[src/rtl/cpu_pkg.sv]
// Shared encodings for the multi-cycle CPU control path: opcodes, sequencer
// states, ALU op bases, datapath mux selects and the opcode class bundle.
package cpu_pkg;

  localparam int unsigned OPC_W    = 4;
  localparam int unsigned FUNC_W   = 4;
  localparam int unsigned ALU_OP_W = 6;
  localparam int unsigned SRC_W    = 2;
  localparam int unsigned CNT_W    = 32;

  localparam logic [OPC_W-1:0] OP_ALUR   = 4'd0;
  localparam logic [OPC_W-1:0] OP_CMPR   = 4'd2;
  localparam logic [OPC_W-1:0] OP_SW     = 4'd5;
  localparam logic [OPC_W-1:0] OP_BRANCH = 4'd6;
  localparam logic [OPC_W-1:0] OP_ALUI   = 4'd8;
  localparam logic [OPC_W-1:0] OP_LW     = 4'd9;
  localparam logic [OPC_W-1:0] OP_CMPI   = 4'd10;
  localparam logic [OPC_W-1:0] OP_JAL    = 4'd11;

  localparam logic [ALU_OP_W-1:0] CMP_BASE = 6'd16;
  localparam logic [ALU_OP_W-1:0] JAL_OP   = 6'd32;

  localparam logic [SRC_W-1:0] PC_SRC_PC4    = 2'd0;
  localparam logic [SRC_W-1:0] PC_SRC_BRANCH = 2'd1;
  localparam logic [SRC_W-1:0] PC_SRC_ALU    = 2'd2;

  localparam logic [SRC_W-1:0] REG_SRC_ALU = 2'd0;
  localparam logic [SRC_W-1:0] REG_SRC_MEM = 2'd1;
  localparam logic [SRC_W-1:0] REG_SRC_PC  = 2'd2;

  typedef enum logic [2:0] {
    FETCH  = 3'd0,
    DECODE = 3'd1,
    EXEC   = 3'd2,
    MEM    = 3'd3,
    WB     = 3'd4,
    TRAP   = 3'd5
  } state_t;

  typedef struct packed {
    logic is_alu;
    logic is_imm;
    logic is_load;
    logic is_store;
    logic is_cmp;
    logic is_branch;
    logic is_jal;
    logic illegal;
  } op_class_t;

endpackage

[src/rtl/op_classify.sv]
// Combinational opcode classifier: turns the IR opcode field into the class
// flags the sequencer branches and strobes on.
module op_classify
  import cpu_pkg::*;
(
  input  logic [OPC_W-1:0] opcode,
  output op_class_t        cls
);

  always_comb begin
    cls = '0;
    unique case (opcode)
      OP_ALUR: cls.is_alu = 1'b1;
      OP_ALUI: begin
        cls.is_alu = 1'b1;
        cls.is_imm = 1'b1;
      end
      OP_CMPR: cls.is_cmp = 1'b1;
      OP_CMPI: begin
        cls.is_cmp = 1'b1;
        cls.is_imm = 1'b1;
      end
      OP_LW: begin
        cls.is_load = 1'b1;
        cls.is_imm  = 1'b1;
      end
      OP_SW: begin
        cls.is_store = 1'b1;
        cls.is_imm   = 1'b1;
      end
      OP_BRANCH: cls.is_branch = 1'b1;
      OP_JAL: begin
        cls.is_jal = 1'b1;
        cls.is_imm = 1'b1;
      end
      default: cls.illegal = 1'b1;
    endcase
  end

endmodule

[src/rtl/multicycle_sequencer.sv]
// Multi-cycle control FSM: steps each instruction through FETCH/DECODE/EXEC/
// MEM/WB over one shared memory port and decodes the datapath strobes.
module multicycle_sequencer
  import cpu_pkg::*;
(
  input  logic                clk,
  input  logic                reset_n,
  input  logic                run,
  input  logic [OPC_W-1:0]    opcode,
  input  logic [FUNC_W-1:0]   func,
  input  logic                alu_cond,
  input  logic                mem_ready,
  output logic                mem_read,
  output logic                mem_write,
  output logic                mem_addr_src,
  output logic                ir_write,
  output logic                pc_write,
  output logic [SRC_W-1:0]    pc_src,
  output logic [ALU_OP_W-1:0] alu_op,
  output logic                alu_src,
  output logic                reg_write,
  output logic [SRC_W-1:0]    reg_src,
  output logic                instr_done,
  output logic [CNT_W-1:0]    instr_count,
  output logic                trap
);

  state_t                state;
  state_t                state_nxt;
  op_class_t             cls;
  logic                  fetch_busy;
  logic                  fetch_req_c;
  logic [ALU_OP_W-1:0]   alu_op_c;

  op_classify u_op_classify (
    .opcode (opcode),
    .cls    (cls)
  );

  // A fetch that has started waiting keeps requesting even if run drops.
  assign fetch_req_c = run | fetch_busy;

  always_comb begin
    alu_op_c = '0;
    if (cls.is_cmp || cls.is_branch) begin
      alu_op_c = CMP_BASE + ALU_OP_W'(func);
    end else if (cls.is_jal) begin
      alu_op_c = JAL_OP;
    end else if (cls.is_alu || cls.is_load || cls.is_store) begin
      alu_op_c = ALU_OP_W'(func);
    end
  end

  // State register
  always_ff @(posedge clk or negedge reset_n) begin
    if (!reset_n) begin
      state <= FETCH;
    end else begin
      state <= state_nxt;
    end
  end

  // Next-state logic
  always_comb begin
    state_nxt = state;
    unique case (state)
      FETCH: begin
        if (fetch_req_c && mem_ready) begin
          state_nxt = DECODE;
        end
      end
      DECODE: state_nxt = cls.illegal ? TRAP : EXEC;
      EXEC: begin
        if (cls.is_branch) begin
          state_nxt = FETCH;
        end else if (cls.is_load || cls.is_store) begin
          state_nxt = MEM;
        end else begin
          state_nxt = WB;
        end
      end
      MEM: begin
        if (mem_ready) begin
          state_nxt = cls.is_load ? WB : FETCH;
        end
      end
      WB:      state_nxt = FETCH;
      TRAP:    state_nxt = TRAP;
      default: state_nxt = FETCH;
    endcase
  end

  // Strobe decode; everything is forced low while reset is held.
  always_comb begin
    mem_read     = 1'b0;
    mem_write    = 1'b0;
    mem_addr_src = 1'b0;
    ir_write     = 1'b0;
    pc_write     = 1'b0;
    pc_src       = PC_SRC_PC4;
    alu_op       = '0;
    alu_src      = 1'b0;
    reg_write    = 1'b0;
    reg_src      = REG_SRC_ALU;
    instr_done   = 1'b0;
    if (reset_n) begin
      unique case (state)
        FETCH: begin
          mem_read = fetch_req_c;
          if (fetch_req_c && mem_ready) begin
            ir_write = 1'b1;
            pc_write = 1'b1;
            pc_src   = PC_SRC_PC4;
          end
        end
        EXEC: begin
          alu_op  = alu_op_c;
          alu_src = cls.is_imm;
          if (cls.is_branch) begin
            pc_write   = alu_cond;
            pc_src     = PC_SRC_BRANCH;
            instr_done = 1'b1;
          end
        end
        MEM: begin
          mem_addr_src = 1'b1;
          mem_read     = cls.is_load;
          mem_write    = cls.is_store;
          alu_op       = alu_op_c;
          alu_src      = cls.is_imm;
          instr_done   = cls.is_store & mem_ready;
        end
        WB: begin
          reg_write  = 1'b1;
          instr_done = 1'b1;
          if (cls.is_load) begin
            reg_src = REG_SRC_MEM;
          end else if (cls.is_jal) begin
            reg_src  = REG_SRC_PC;
            pc_write = 1'b1;
            pc_src   = PC_SRC_ALU;
          end
        end
        default: ;
      endcase
    end
  end

  always_ff @(posedge clk or negedge reset_n) begin
    if (!reset_n) begin
      fetch_busy <= 1'b0;
    end else begin
      fetch_busy <= (state == FETCH) && fetch_req_c && !mem_ready;
    end
  end

  // Retired-instruction counter, wraps naturally at 2^32
  always_ff @(posedge clk or negedge reset_n) begin
    if (!reset_n) begin
      instr_count <= '0;
    end else if (instr_done) begin
      instr_count <= instr_count + CNT_W'(1);
    end
  end

  always_ff @(posedge clk or negedge reset_n) begin
    if (!reset_n) begin
      trap <= 1'b0;
    end else if (state == DECODE && cls.illegal) begin
      trap <= 1'b1;
    end
  end

endmodule

[config.mk]
export PLATFORM = sky130hd
export DESIGN_NAME = multicycle_sequencer
export DESIGN_NICKNAME = d
export VERILOG_FILES = /design/src/rtl/cpu_pkg.sv /design/src/rtl/op_classify.sv /design/src/rtl/multicycle_sequencer.sv
export SDC_FILE = /design/constraint.sdc
export NUM_CORES = 1
export LEC_CHECK = 0
export CORE_MARGIN = 1
export CORE_UTILIZATION = 35
export DETAILED_ROUTE_END_ITERATION = 10
export SLEW_MARGIN = 15
export SYNTH_ARGS = -nofsm -noshare
export SYNTH_HDL_FRONTEND = slang
export SYNTH_SLANG_ARGS = --single-unit
[constraint.sdc]
create_clock -name clk -period 3.48 [get_ports clk]
set_clock_uncertainty 0.2 [all_clocks]
set_input_delay 0.696 -clock clk [delete_from_list [all_inputs] [get_ports clk]]
set_output_delay 0.696 -clock clk [all_outputs]
set_load 0.05 [all_outputs]
======== Word level (Yosys, flattened, before mapping) ========
Index checks and enable logic that the tools add are counted.
word-level totals
  word-level logic and storage cells ...... 88
  RAM bits ................................ 0
  ROM bits ................................ 0
  bits in latches ......................... 0
  output and inout bits ................... 51
  flip-flop bits (word level) ............. 37
  memories kept ........................... 0
cells by class
  div/mod/pow operators ................... 0
  muxes and demuxes ....................... 49
  multiply operators ...................... 0
  order comparisons ....................... 0
  shift-type cells ........................ 0
  $add $sub $neg .......................... 2
  bitwise logic cells ..................... 2
  equality and inequality tests ........... 14
  reduce and logical (&&, ||, !) cells .... 17
operator list
  cell                                                              number
  32-bit by 1-bit adder with 32-bit output (second input constant)  1
  1-bit 2-to-1 mux                                                  27
  6-bit 2-to-1 mux                                                  4
  3-bit 2-to-1 mux                                                  6
  4-bit == test (second input constant)                             4
  3-bit one-hot mux with 5 select lines                             1
  2-bit 2-to-1 mux                                                  6
  4-bit by 3-bit == test with 1-bit output (second input constant)  2
  8-bit OR reduction                                                1
  5-bit by 4-bit adder with 6-bit output (first input constant)     1
  3-bit by 2-bit == test with 1-bit output (second input constant)  2
  3-bit == test (second input constant)                             2
  1-bit one-hot mux with 3 select lines                             2
  2-bit OR reduction                                                3
  5-bit OR reduction                                                1
  4-bit by 2-bit == test with 1-bit output (second input constant)  1
  1-bit logical AND                                                 4
  4-bit logical NOT                                                 1
  1-bit logical OR                                                  4
  4-bit 2-to-1 mux                                                  1
  2-bit != test (second input constant)                             2
  2-bit one-hot mux with 2 select lines                             1
  3-bit by 1-bit == test with 1-bit output (second input constant)  1
  3-bit logical NOT                                                 1
  other kinds (5)                                                   5

======== Logic depth before layout (Yosys ltp) ========
Gate-level depths: netlist (run 1).
  word-level depth ........................ 10
  mapped depth ............................ 8
  mapped depth without buffers ............ 6

======== By module ========
Synthesis (run 1) repeated with hierarchy kept, for this count alone.
unflattened totals
  cell total of the unflattened synthesis .. 234
  area, all modules ....................... 2195.9 um^2
modules (own cells, without submodules)
  module                cells each  times used  area an instance (um^2)
  multicycle_sequencer  222         1           2100.8
  op_classify           12          1           95.1

======== Worst setup path before layout (run 1) ========
No wires, ideal clock.
  path type ............................... input-to-output
  from .................................... input port opcode[1]
  to ...................................... output port pc_src[0]
  data required time ...................... 2.584 ns
  buffers on the path ..................... 1
  cell stages on the path ................. 4
  setup slack ............................. 0.338 ns
  arrival ................................. 2.246 ns
  cells stage by stage .................... clkbuf_1 nor2b_1 nand2_1 nor3_1
between the ends
  longest elaborated chain between the ends .. 5
  elaborated cells between the ends (all ways) .. 8
  classes of those cells .................. eq/ne (2); mux (6)
ends and longest elaborated chain
  what                                                                              RTL line                                                  RTL
  from (decl)                                                                       multicycle_sequencer.sv:9                                 input logic [OPC_W-1:0] opcode,
  4-bit == test / 4-bit by 3-bit == test with 1-bit output (equally long branches)  op_classify.sv:12                                         unique case (opcode)
  1-bit 2-to-1 mux                                                                  op_classify.sv:12
  2-bit 2-to-1 mux / 1-bit 2-to-1 mux (equally long branches)                       multicycle_sequencer.sv:136, multicycle_sequencer.sv:119
  2-bit one-hot mux with 2 select lines *                                           multicycle_sequencer.sv:107                               unique case (state)
  2-bit 2-to-1 mux *                                                                multicycle_sequencer.sv:106                               if (reset_n) begin
  to (decl)                                                                         multicycle_sequencer.sv:18                                output logic [SRC_W-1:0] pc_src,
Every way passes the cells marked *; elsewhere a longest branch is shown, timed or not.

======== Worst setup path after layout (run 1) ========
  from .................................... input port mem_ready
  to ...................................... output port pc_write
between the ends
  longest elaborated chain between the ends .. 4
ends and longest elaborated chain
  what                                   RTL line                     RTL
  from (decl)                            multicycle_sequencer.sv:12   input logic mem_ready,
  1-bit logical AND                      multicycle_sequencer.sv:110  if (fetch_req_c && mem_ready) begin
  1-bit 2-to-1 mux                       multicycle_sequencer.sv:110
  1-bit one-hot mux with 3 select lines  multicycle_sequencer.sv:107
  1-bit 2-to-1 mux                       multicycle_sequencer.sv:106
  to (decl)                              multicycle_sequencer.sv:17   output logic pc_write,
Every way passes these cells.

==> summary.md, run 1 <==
| Metric | Value |
|---|---|
| Crit-path max FO | `4` |
| Fin worst setup slack | `274 ps` |
| Crit Path Class | `in -> out` |
| Combinational power share | `0.321` |
| Unrepaired setup endpoints after global routing | `false` |
| FFs w/ async S/R, synth | `1.00` |
| Max-Cap Viols | `0` |
| Crit path buf inv count | `3` |
| Dpl ws | `275 ps` |
| Hold Path Class | `in -> async` |
| DRT iter0 DRCs | `92` |
| Count of hold buffers inserted by post-cts repair | `0` |
| Slowest stage cell on the critical path | `clkdlybuf4s50_1` |
| Vias in the first global route | `1877` |
| CP peak stage delay | `540 ps` |
| Status | `complete, no violations` |
| DR WL/cell | `13.5 um` |
| Pre-Repair DR Iteration Count | `4` |
| Setup crit end kind | `primary output` |
| Antenna diode count | `0` |
| Top FF cell, synth | `dfrtp_1` |
| Post-layout min period | `3210 ps` |
| Setup TNS | `0 ps` |
| DRC | `0` |
| Cts repair resizes | `0` |
| Switch Pwr | `469 uW` |
| Syn Inst Count | `240` |
| Total CTS buffers | `5` |
| EDFF count, synth | `0` |
| Synth unique cells | `41` |
| Final #Nets | `323` |
| CP Launch Type | `primary input` |
| Power consumption | `1350 uW` |
| First-pass GRT wire length | `9.02 mm` |
| Final Wtd Congestion | `0.806` |
| Post-route ant nets | `0` |
| Power density over the cells | `418 nW/um^2` |
| DRT Wirelength | `5.20 mm` |
| Tcrit/Tclk final | `0.921` |
| Overall global routing resource usage | `0.179` |
| Worst-Margin Slew | `514 ps` |
| Pin count of the biggest net entering global routing | `28` |
| Switch share | `0.348` |
| FF+latch count, synth | `37` |
| Post-CTS setup buffers | `0` |
| Vias | `1908` |
| Slew Viols, Final | `0` |
| CP top delay family | `buffers and inverters` |
| Clock transition at path regs | `70 ps` |
| Vias per inst | `4.96` |
| # rows | `28` |
| Area Overhead vs Synth | `46.6%` |
| Core ar. | `5990 sq um` |
| Sink Count | `37` |
| Count of final hold-check violations | `0` |
| Clock root cell | `clkbuf_8` |
| Worst skew pair latency | `290 ps` |
| Fraction of final layout cells sized beyond drive strength 1 | `0.165` |
| Die Ht | `81.3 um` |
| Seq/Total Area, Yosys | `0.421` |
| Internal Power | `878 uW` |
| Post-Syn Nets | `254` |
| CTS tree | `built` |
| Finish-stage setup viols | `0` |
| Initial antenna violation count | `0` |
| Die area | `6610 sq um` |
| WP data required | `2580 ps` |
| I/O Buffers | `63` |
| Clk pwr share | `0.289` |
| Crit path arrival time | `2310 ps` |
| Synthesized cell area | `2200 sq um` |
| Fillers | `539` |
| Global route overflow | `0` |
| Syn Area/Cell | `9.17 sq um` |
| Synth warn | `0` |
| Initial Util | `0.367` |
| Die width | `81.3 um` |
| Seq pwr share | `0.390` |
| Fmax | `312 MHz` |
| Clock Tree Buf Depth | `2` |
| P_leak | `0.00144 uW` |
| VDD IR max | `0.000401 V` |
| Io pins | `64` |
| Detailed-placement wirelength estimate | `3.92 mm` |
| Cells along the critical path | `clkdlybuf4s50_1, inv_1, or3_1, a21oi_1, a41o_1, and3_1, buf_12` |
| Setup slack, reg-to-reg | `1100 ps` |
| Htree depth | `2` |
| Slew margin rel. | `0.656` |
-- cell families (layout without fill, tap and decap cells) --
| family | count (synthesis) | count (layout) | share of synthesized area |
|---|---|---|---|
| AND/OR/NAND/NOR | 115 | 115 | 0.292 |
| flip-flops | 37 | 37 | 0.421 |
| XOR/XNOR | 31 | 31 | 0.123 |
| AO/OA/AOI/OAI | 28 | 28 | 0.0956 |
| buffers and inverters | 27 | 97 | 0.0569 |
| adder cells (fa/ha/maj) | 1 | 1 | 0.00569 |
| multiplexers | 1 | 1 | 0.00512 |
-- placed cells by master, fill, tap and decap left out, types with 3 or more instances in the layout --
cell type,count
o21ai_0,5
nand2_1,18
nand3_1,13
and3_1,3
buf_4,9
nor3_2,4
nor3_1,14
nand2b_1,3
xnor2_1,9
inv_1,17
a21oi_1,9
nor4_1,7
buf_12,18
dfrtp_1,37
nand4_1,6
nor2_1,30
xor2_1,22
clkdlybuf4s50_1,44
clkbuf_8,6
nor2b_1,7
-- per-layer routing --
metal	vias up	routed length, um	global-route usage	share of wire
met4	0	93	0.0696	0.018
met5	-	0	0	0
met2	39	2370	0.271	0.46
met3	8	223	0.0348	0.043
met1	897	2520	0.251	0.48
li1	964	-	-	-
-- cell usage after synthesis (2+ instances only) --
| master | count | area, sq um |
|---|---|---|
| dfrtp_1 | 37 | 926 |
| nor2_1 | 30 | 113 |
| xor2_1 | 22 | 193 |
| nand2_1 | 18 | 67.6 |
| inv_1 | 17 | 63.8 |
| nor3_1 | 14 | 70.1 |
| nand3_1 | 13 | 65.1 |
| a21oi_1 | 9 | 45.0 |
| xnor2_1 | 9 | 78.8 |
| nor2b_1 | 7 | 43.8 |
| nor4_1 | 7 | 43.8 |
| clkbuf_1 | 6 | 22.5 |
| nand4_1 | 6 | 37.5 |
| o21ai_0 | 5 | 25.0 |
| nor3_2 | 4 | 40.0 |
| and3_1 | 3 | 18.8 |
| buf_6 | 3 | 33.8 |
| nand2b_1 | 3 | 18.8 |
| nor4_4 | 2 | 42.5 |
| o211ai_1 | 2 | 15.0 |
| o21ai_2 | 2 | 17.5 |
| o32ai_1 | 2 | 17.5 |
-- worst reg2reg max path, cell delays in order, from the launching register on --
cell       delay [ps]
dfrtp_1           500
or3b_4            450
a211oi_4          230
buf_4             180
o2111ai_2         100
buf_4             220
nor4_1            260
xor2_1            180
-- final cells by class --
class	instances	area, sq um	area share
Clock buffer	6	82.6	0.0256
Tap cell	75	93.8	0.0291
Multi-Input combinational cell	176	1150	0.356
Inverter	17	63.8	0.0198
Timing Repair Buffer	72	873	0.271
Clock inverter	2	37.5	0.0116
Sequential cell	37	926	0.287
-- flip-flops by register name, indices dropped and copies added, names as in the netlist --
name / cells
state: 3
fetch_busy: 1
instr_count: 32
trap: 1
-- power groups by stage --
stage | combinational, uW | sequential (uW) | clock, uW
CTS | 437 | 524 | 401
detailed placement | 434 | 534 | 0
global placement | 434 | 536 | 0
floorplan | 245 | 556 | 0
global route | 464 | 534 | 419
finish | 432 | 525 | 390
-- path summary, 6_finish.rpt --
kind | from | endpoint | cells past startpoint
worst min register to register | trap | trap | 2
worst max register to register | state[0] | instr_count[20] | 7
max in group asynchronous | reset_n | instr_count[27] | 2
worst max-delay path | mem_ready | pc_write | 7
worst min-delay path | reset_n | fetch_busy | 1
min in group clk | trap | trap | 2
-- metrics by stage --
stage          hold slack (ps)   util  cells  cell area, sq um
2_1_floorplan              200      -    240              2200
3_3_place_gp               248  0.518    377              3110
3_5_place_dp               251  0.518    377              3110
4_1_cts                   59.0  0.538    385              3230
5_1_grt                   64.9  0.538    385              3230
6_report                  59.7  0.538    385              3230
Note: power is estimated with default switching activity, not from simulation.
==> inputs of run 2 (changes only) <==
GPL_ROUTABILITY_DRIVEN = 0   (was default)
==> results of run 2 <==
Final layout, timing and power as in run 1 (identical DEF).
